**config.mk**
```make
export PLATFORM = sky130hd
export DESIGN_NAME = pc_sequencer
export DESIGN_NICKNAME = d
export VERILOG_FILES = /design/src/rtl/pc_sequencer_pkg.sv /design/src/rtl/pc_ret_stack.sv /design/src/rtl/pc_sequencer.sv
export SDC_FILE = /design/constraint.sdc
export NUM_CORES = 1
export LEC_CHECK = 0
export ABC_AREA = 1
export BUFFER_PORTS_ARGS = -buffer_cell sky130_fd_sc_hd__buf_2
export CAP_MARGIN = 40
export CORE_ASPECT_RATIO = 1.2
export CORE_MARGIN = 2
export CORE_UTILIZATION = 55
export DETAILED_ROUTE_END_ITERATION = 12
export GPL_ROUTABILITY_DRIVEN = 0
export GPL_TIMING_DRIVEN = 0
export PLACE_DENSITY_LB_ADDON = 0.25
export SLEW_MARGIN = 20
export SYNTH_ARGS = -nofsm -noshare
export SYNTH_HDL_FRONTEND = slang
export SYNTH_SLANG_ARGS = --single-unit
```
**constraint.sdc**
```tcl
create_clock -name CLK -period 2.7 [get_ports CLK]
set_input_delay 0.54 -clock CLK [delete_from_list [all_inputs] [get_ports CLK]]
set_output_delay 0.54 -clock CLK [all_outputs]
set_load 0.005 [all_outputs]
```
**src/rtl/pc_sequencer_pkg.sv**
```systemverilog
// pc_sequencer_pkg: shared types and helpers for the program-counter sequencer.
//   op_e       - decoded control-transfer operation for one cycle
//   decode_op  - priority encoder PL > RET > JB > branch test
//   sext32     - sign-extend the low w bits of a 32-bit value
package pc_sequencer_pkg;

  typedef enum logic [2:0] {
    OP_SEQ,
    OP_RET,
    OP_JMP,
    OP_BR_TAKEN,
    OP_BR_NT
  } op_e;

  // RET outranks JB so a RET with JB set never pushes.
  function automatic op_e decode_op(input logic pl, input logic ret,
                                    input logic jb, input logic taken);
    if (!pl)   return OP_SEQ;
    if (ret)   return OP_RET;
    if (jb)    return OP_JMP;
    if (taken) return OP_BR_TAKEN;
    return OP_BR_NT;
  endfunction

  // w must be in 1..32; bits above w are replaced by copies of bit w-1.
  function automatic logic [31:0] sext32(input logic [31:0] v, input int unsigned w);
    logic [31:0] hi;
    logic        msb;
    hi  = ~32'd0 << w;
    msb = v[5'(w - 1)];
    return msb ? (v | hi) : (v & ~hi);
  endfunction

endpackage

```
**src/rtl/pc_ret_stack.sv**
```systemverilog
// pc_ret_stack: LIFO of return addresses.
//   CLK, RST  - clock, synchronous active-high reset (clears SP only)
//   push, pop - push din / pop top; ignored when full / empty respectively
//   din, dout - entry to push / current top entry (0 when empty)
//   empty     - SP == 0
//   full      - SP == SD
//   sp        - stack pointer (number of valid entries)
module pc_ret_stack #(
  parameter int unsigned AW = 8,
  parameter int unsigned SD = 4
) (
  input  logic                       CLK,
  input  logic                       RST,
  input  logic                       push,
  input  logic                       pop,
  input  logic [AW-1:0]              din,
  output logic [AW-1:0]              dout,
  output logic                       empty,
  output logic                       full,
  output logic [$clog2(SD+1)-1:0]    sp
);
  import pc_sequencer_pkg::*;

  localparam int unsigned SPW = $clog2(SD + 1);

  logic [AW-1:0] mem [SD];

  assign empty = (sp == '0);
  assign full  = (sp == SPW'(SD));

  always_ff @(posedge CLK) begin
    if (RST)                sp <= '0;
    else if (push && !full) sp <= sp + SPW'(1);
    else if (pop && !empty) sp <= sp - SPW'(1);
  end

  // Entries carry no reset; only SP defines validity.
  always_ff @(posedge CLK) begin
    if (!RST && push && !full) begin
      for (int i = 0; i < int'(SD); i++)
        if (SPW'(i) == sp) mem[i] <= din;
    end
  end

  always_comb begin
    dout = '0;
    for (int i = 0; i < int'(SD); i++)
      if (SPW'(i + 1) == sp) dout = mem[i];
  end

endmodule

```
**src/rtl/pc_sequencer.sv**
```systemverilog
// pc_sequencer: parametrised program counter with relative branches,
// absolute jumps and call/return through an internal return stack.
//   CLK, RST             - clock, synchronous active-high reset
//   EN                   - 0 holds all state
//   PL                   - 0 sequential step, 1 control transfer
//   JB, CALL, RET        - jump / push-before-jump / pop into PC
//   BC                   - branch test: 1 = AData negative, 0 = AData zero
//   LAddress, RAddress   - upper / lower halves of signed relative offset
//   AData                - jump target and branch test operand
//   PC                   - registered program counter
//   STK_EMPTY, STK_FULL  - return stack status
//   ERR                  - sticky overflow/underflow flag
// AW is limited to 32 by the sign-extend helper.
module pc_sequencer #(
  parameter int unsigned AW        = 8,
  parameter int unsigned FW        = 2,
  parameter int unsigned INC       = 1,
  parameter int unsigned RESET_VEC = 0,
  parameter int unsigned SD        = 4
) (
  input  logic          CLK,
  input  logic          RST,
  input  logic          EN,
  input  logic          PL,
  input  logic          JB,
  input  logic          BC,
  input  logic          CALL,
  input  logic          RET,
  input  logic [FW-1:0] LAddress,
  input  logic [FW-1:0] RAddress,
  input  logic [AW-1:0] AData,
  output logic [AW-1:0] PC,
  output logic          STK_EMPTY,
  output logic          STK_FULL,
  output logic          ERR
);
  import pc_sequencer_pkg::*;

  localparam int unsigned OW  = 2 * FW;
  localparam int unsigned SPW = $clog2(SD + 1);

  logic [OW-1:0]  off_raw;
  logic [AW-1:0]  off;
  logic [AW-1:0]  pc_inc;
  logic [AW-1:0]  pc_nxt;
  logic           taken;
  op_e            op;
  logic           push, pop, err_set;
  logic [AW-1:0]  stk_top;
  logic           stk_empty, stk_full;
  logic [SPW-1:0] stk_sp;

  assign off_raw = {LAddress, RAddress};
  assign off     = AW'(sext32(32'(off_raw), OW));
  assign pc_inc  = PC + AW'(INC);
  assign taken   = BC ? AData[AW-1] : (AData == '0);
  assign op      = decode_op(PL, RET, JB, taken);

  // Sums wrap modulo 2^AW by construction of the AW-wide adders.
  always_comb begin
    pc_nxt  = pc_inc;
    push    = 1'b0;
    pop     = 1'b0;
    err_set = 1'b0;
    case (op)
      OP_SEQ:      pc_nxt = pc_inc;
      OP_RET: begin
        if (stk_sp != '0) begin
          pc_nxt = stk_top;
          pop    = 1'b1;
        end else begin
          pc_nxt  = pc_inc;
          err_set = 1'b1;
        end
      end
      OP_JMP: begin
        pc_nxt = AData;
        if (CALL) begin
          // Full stack drops the push but still takes the jump.
          if (stk_sp == SPW'(SD)) err_set = 1'b1;
          else                    push    = 1'b1;
        end
      end
      OP_BR_TAKEN: pc_nxt = PC + off;
      OP_BR_NT:    pc_nxt = pc_inc;
      default:     pc_nxt = pc_inc;
    endcase
  end

  always_ff @(posedge CLK) begin
    if (RST) begin
      PC  <= AW'(RESET_VEC);
      ERR <= 1'b0;
    end else if (EN) begin
      PC <= pc_nxt;
      if (err_set) ERR <= 1'b1;
    end
  end

  pc_ret_stack #(.AW(AW), .SD(SD)) u_stk (
    .CLK   (CLK),
    .RST   (RST),
    .push  (push & EN),
    .pop   (pop & EN),
    .din   (pc_inc),
    .dout  (stk_top),
    .empty (stk_empty),
    .full  (stk_full),
    .sp    (stk_sp)
  );

  assign STK_EMPTY = stk_empty;
  assign STK_FULL  = stk_full;

endmodule
```
Yosys cells after proc, flatten, opt, wreduce, memory -nomap -nowiden

Memories as Yosys holds them, arrays and structs flattened.
Index checks and enable logic that the tools add are counted.

Bits in writable memories: 32
Memories kept: 1
Logic and storage cells: 90
Bits of input ports: 20
Register bits: 12
Output and inout port bits: 11

Memories:

| name      | words | width | read ports | clocked after memory_dff | write ports | line               | RTL |
|---|---|---|---|---|---|---|---|
| u_stk.mem | 4     | 8     | 4          | 0                        | 1           | pc_ret_stack.sv:26 | `logic [AW-1:0] mem [SD];` |

Multiplexer cells: 57
Equality and inequality tests: 8
Add/subtract/negate cells: 4
Bitwise logic cells: 2
Reductions and logical operators: 15

Operators by type and width:

| cell                                                                | number |
|---|---|
| 8-bit 2-to-1 mux                                                    | 9 |
| 1-bit 2-to-1 mux                                                    | 33 |
| 3-bit 2-to-1 mux                                                    | 10 |
| 8-bit case mux with 3 select lines                                  | 1 |
| 8-bit OR reduction                                                  | 3 |
| 8-bit by 1-bit adder with 8-bit output (second input constant)      | 1 |
| 8-bit adder                                                         | 1 |
| 8-bit logical NOT                                                   | 1 |
| 2-bit by 3-bit == test with 1-bit output (first input constant)     | 2 |
| 3-bit by 2-bit == test with 1-bit output (second input constant)    | 2 |
| 2-bit 2-to-1 mux                                                    | 3 |
| 1-bit logical AND                                                   | 4 |
| 3-bit by 1-bit adder with 3-bit output (second input constant)      | 1 |
| 1-bit by 3-bit == test with 1-bit output (first input constant)     | 1 |
| 3-bit by 1-bit == test with 1-bit output (second input constant)    | 1 |
| 3-bit == test (first input constant)                                | 1 |
| 3-bit == test (second input constant)                               | 1 |
| 1-bit logical NOT                                                   | 3 |
| 3-bit logical NOT                                                   | 1 |
| 3-bit nonzero test                                                  | 1 |
| 3-bit by 1-bit subtractor with 3-bit output (second input constant) | 1 |
| 1-bit bitwise AND                                                   | 2 |
| 1-bit case mux with 2 select lines                                  | 1 |
| 2-bit AND reduction                                                 | 1 |
| 2-bit nonzero test                                                  | 1 |

Longest topological paths before layout

Word-level depth: 22
Mapped depth: 15
Gate-level depth less buffers: 12

By module

From an unflattened synthesis, not the netlist that was laid out.

Cell total of the unflattened synthesis: 424
Area, all modules: 3064.2 µm²

By module, submodules not included:

| module       | area each (µm²) | instances | cells each | seq. area each (µm²) |
|---|---|---|---|---|
| pc_ret_stack | 1617.8          | 1         | 167        | 1021.0 |
| pc_sequencer | 1446.4          | 1         | 257        | 180.2 |

Worst setup path before layout

OpenSTA, ideal clock, no wires.

Path kind: register to register
Start: reg u_stk.sp[0]
End: mem u_stk.mem[2][0], enable pin
Arrival time: 1.650 ns
Slack: 0.711 ns
Buffers on the path: 1
Setup time: 0.339 ns
Clock period less this slack: 1.989 ns
Data required time: 2.361 ns
Cell stages (with the launch flop): 8
Cell sequence: dfxtp_1 inv_1 ha_1 buf_2 nand2_1 nand4_4 or2_4 nor2_2

Longest elaborated chain between the ends: 13
Elaborated cells between the ends (all ways): 33
Classes of those cells: eq/ne (4); mux (21); bitwise (1); reduce/logical (7)

RTL lines:

| item                                                                                       | line                                   | RTL |
|---|---|---|
| start: declaration                                                                         | pc_ret_stack.sv:20                     | `output logic [$clog2(SD+1)-1:0] sp` |
| start signal: assignment                                                                   | pc_ret_stack.sv:33                     | `else if (push && !full) sp <= sp + SPW'(1);` |
| start signal: assignment                                                                   | pc_ret_stack.sv:34                     | `else if (pop && !empty) sp <= sp - SPW'(1);` |
| 3-bit == test                                                                              | pc_ret_stack.sv:29, pc_sequencer.sv:80 |  |
| 1-bit 2-to-1 mux                                                                           | pc_sequencer.sv:80                     | `if (stk_sp == SPW'(SD)) err_set = 1'b1;` |
| 1-bit 2-to-1 mux                                                                           | pc_sequencer.sv:78                     | `if (CALL) begin` |
| 1-bit 2-to-1 mux                                                                           | pc_sequencer.sv:65                     | `case (op)` |
| 1-bit bitwise AND                                                                          | pc_sequencer.sv:103                    | `.push (push & EN),` |
| 1-bit logical AND (2 in series)                                                            | pc_ret_stack.sv:39                     | `if (!RST && push && !full) begin` |
| 1-bit 2-to-1 mux                                                                           | pc_ret_stack.sv:39                     |  |
| 1-bit 2-to-1 mux (implied by the code)                                                     | pc_ret_stack.sv:41                     | `if (SPW'(i) == sp) mem[i] <= din;` |
| 8-bit OR reduction (no source line)                                                        | -                                      |  |
| 2-bit 2-to-1 mux (no source line) / 1-bit 2-to-1 mux (equally long branches) (3 in series) | -                                      |  |
| end: declaration                                                                           | pc_ret_stack.sv:26                     |  |

Several ways; a longest one is shown, not always the timed one.

Worst setup path in the final report

Start: reg u_stk.sp[0]
End: mem u_stk.mem[2][3], enable pin

Same word-level chain as after synthesis.

==> flow_metrics.env <==
export IMPL_drt_pass1_iter_count=5
export IMPL_yosys_area_top_type="edfxtp_1"
export IMPL_pin_count=31
export IMPL_netlist_cell_type_count=35
export IMPL_rows=29
export IMPL_layout_cells_non_filler=482
export IMPL_hold_viol_final=0
export IMPL_post_cts_resized=0
export IMPL_finalCriticalPeriod_ps=2260
export IMPL_status="completed"
export IMPL_power_leakage_nw=1.52
export IMPL_cts_num_sinks=44
export IMPL_final_util=0.622
export IMPL_cts_buffers=5
export IMPL_postRouteAntennaNets=0
export IMPL_worstMarginPinSlew_ps=482
export IMPL_start_kind="flop"
export IMPL_timing_final_crit_share=0.835
export IMPL_coreArea_sq_um=5190
export IMPL_crit_required_ps=2650
export IMPL_setup_tns_ps=0
export IMPL_clkTransAtPathRegs_ps=80
export IMPL_syn_nets=417
export IMPL_synthTopCellsByCount="nand2_1, inv_1, nor2_1"
export IMPL_grt_ovfl_total=0
export IMPL_syn_area_sq_um=2910
export IMPL_synth_most_common_cell="nand2_1"
export IMPL_synthFlopType="edfxtp_1"
export IMPL_antenna_found_initial=0
export IMPL_insertion_delay_ps=290
export IMPL_clockBufferDepth=2
export IMPL_slew_violations=0
export IMPL_setup_viol=0
export IMPL_avgRoutedWirePerCell_microns=13.0
export IMPL_fmax_mhz=443
export IMPL_power_density_nw_per_um2=447
export IMPL_skew_ps=6.77
export IMPL_synth_edf_count=32
export IMPL_grt_max_degree=15
export IMPL_grt_first_pass_wirelength_mm=10.6
export IMPL_h_tree_depth=2
export IMPL_initial_core_util=0.561
export IMPL_viasPerCell=5.20
export IMPL_io_buffers=30
export IMPL_syn2layout_area_growth_pct=10.8
export IMPL_dp_hpwl_mm=5.01
export IMPL_grt_use_total=0.226
export IMPL_post_cts_buffers=0
export IMPL_netlist_top_cells_area="edfxtp_1, nand2_1, dfxtp_1"
export IMPL_worstPathArrival_ps=2200
export IMPL_dieHeight_microns=83.7
export IMPL_nets=454
export IMPL_slew_headroom=0.679
export IMPL_ir_worst_vdd_mv=0.216
export IMPL_synth_top_cell_area_share=0.330
export IMPL_route_vias_total=2508
export IMPL_wirelength_mm=6.26
export IMPL_holdBufCountCts=0
export IMPL_synth_seq_area_share=0.412
export IMPL_worstPathMaxFanout=10
export IMPL_drive_gt1_frac=0.167
export IMPL_cp_end_kind="flop"
export IMPL_crit_type="flop to flop"
export IMPL_die_area_sq_um=5900
export IMPL_yosys_warnings=0
export IMPL_dpl_cell_count=474
export IMPL_die_width_microns=70.4
export IMPL_grt_pass1_vias=2480
export IMPL_drc_errors=0
export IMPL_syn_inst=382
export IMPL_drv_cap=0
export IMPL_ys_ff_latch=44
export IMPL_hold_path_class="primary input to flop"
export IMPL_synth_area_per_cell_sq_um=7.63
export IMPL_rsz0062_at_grt="no"
export IMPL_drt_iter0_drc=111
export IMPL_tritoncts="built"
export IMPL_cts_root_buf="clkbuf_8"
export IMPL_n_antenna_cell=0
export IMPL_ys_async_sr_fraction=0
[layer usage]
layer  part of all wire  GRT usage
met4              0.048      0.140
met3              0.034     0.0314
met2               0.52      0.413
met1               0.40      0.240
met5                  0          0
[sequential cells by signal (all words and copies together) (netlist names)]
register / flops
u_stk.sp: 3
PC: 8
ERR: 1
u_stk.mem: 32
[cell type report]
type	count	area [sq um]
Sequential cell	44	1200
Clock buffer	5	68.8
Timing Repair Buffer	30	150
Multi-Input combinational cell	276	1450
Inverter	54	205
Fill cell	470	1960
Buffer	8	56.3
Tap cell	62	77.6
Clock inverter	3	18.8
[through the flow]
stage / cell area [sq um] / setup WS [ps] / hold slack (ps) / total power, mW
after CTS: 3230 / 415 / 454 / 1.45
after floorplan: 2910 / 711 / 460 / 0.970
after global placement: 3140 / 464 / 446 / 1.05
final: 3230 / 445 / 458 / 1.44
after global routing: 3230 / 268 / 465 / 1.51
after detailed placement: 3140 / 431 / 464 / 1.06
[where the power goes]
group / leakage [nW] / total [mW] / internal (mW) / switching, mW
Combinational: 1.10 / 0.286 / 0.108 / 0.178
Sequential: 0.378 / 0.756 / 0.738 / 0.0178
Clock: 0.0479 / 0.402 / 0.180 / 0.221
[placed cells by master, fill, tap and decap left out, types with 3 or more instances in the layout]
cell,instances
nand2_1,110
nand3_1,34
buf_6,3
edfxtp_1,32
clkbuf_8,5
xor2_1,3
o21ai_0,8
nor2_1,42
inv_2,5
nand3b_1,4
nor2_2,7
buf_2,33
ha_1,14
inv_1,48
dfxtp_1,12
nand4_1,8
a21oi_1,24
[cell families (layout without fill, tap and decap cells)]
kind of cell               after synthesis  count (layout)  share of synthesized area
AOI/OAI and AO/OA                       39              39                     0.0782
DFF                                     44              44                      0.412
xor gates and xnor gates                 5               5                     0.0150
adders and majority gates               15              15                     0.0670
and+or+nand+nor                        217             217                      0.338
buffers and inverters                   62             100                     0.0898
[worst max-delay path, stage by stage (launching register included)]
cell and delay (ps):
dfxtp_1 410, inv_1 100, ha_1 190, buf_2 180, nand2_1 210, nand4_4 170, or2_4 300, nor2_2 340
[path summary, 6_finish.rpt]
check / start / endpoint / slack [ps] / cells after the start
setup / recovery: u_stk.sp[0] / u_stk.mem[2][3] / 440 / 7
hold / removal: RST / u_stk.sp[1] / 460 / 2
setup reg to reg: u_stk.sp[0] / u_stk.mem[2][3] / 440 / 7
hold reg to reg: ERR / ERR / 480 / 2
Note: power is estimated with default switching activity, not from simulation.
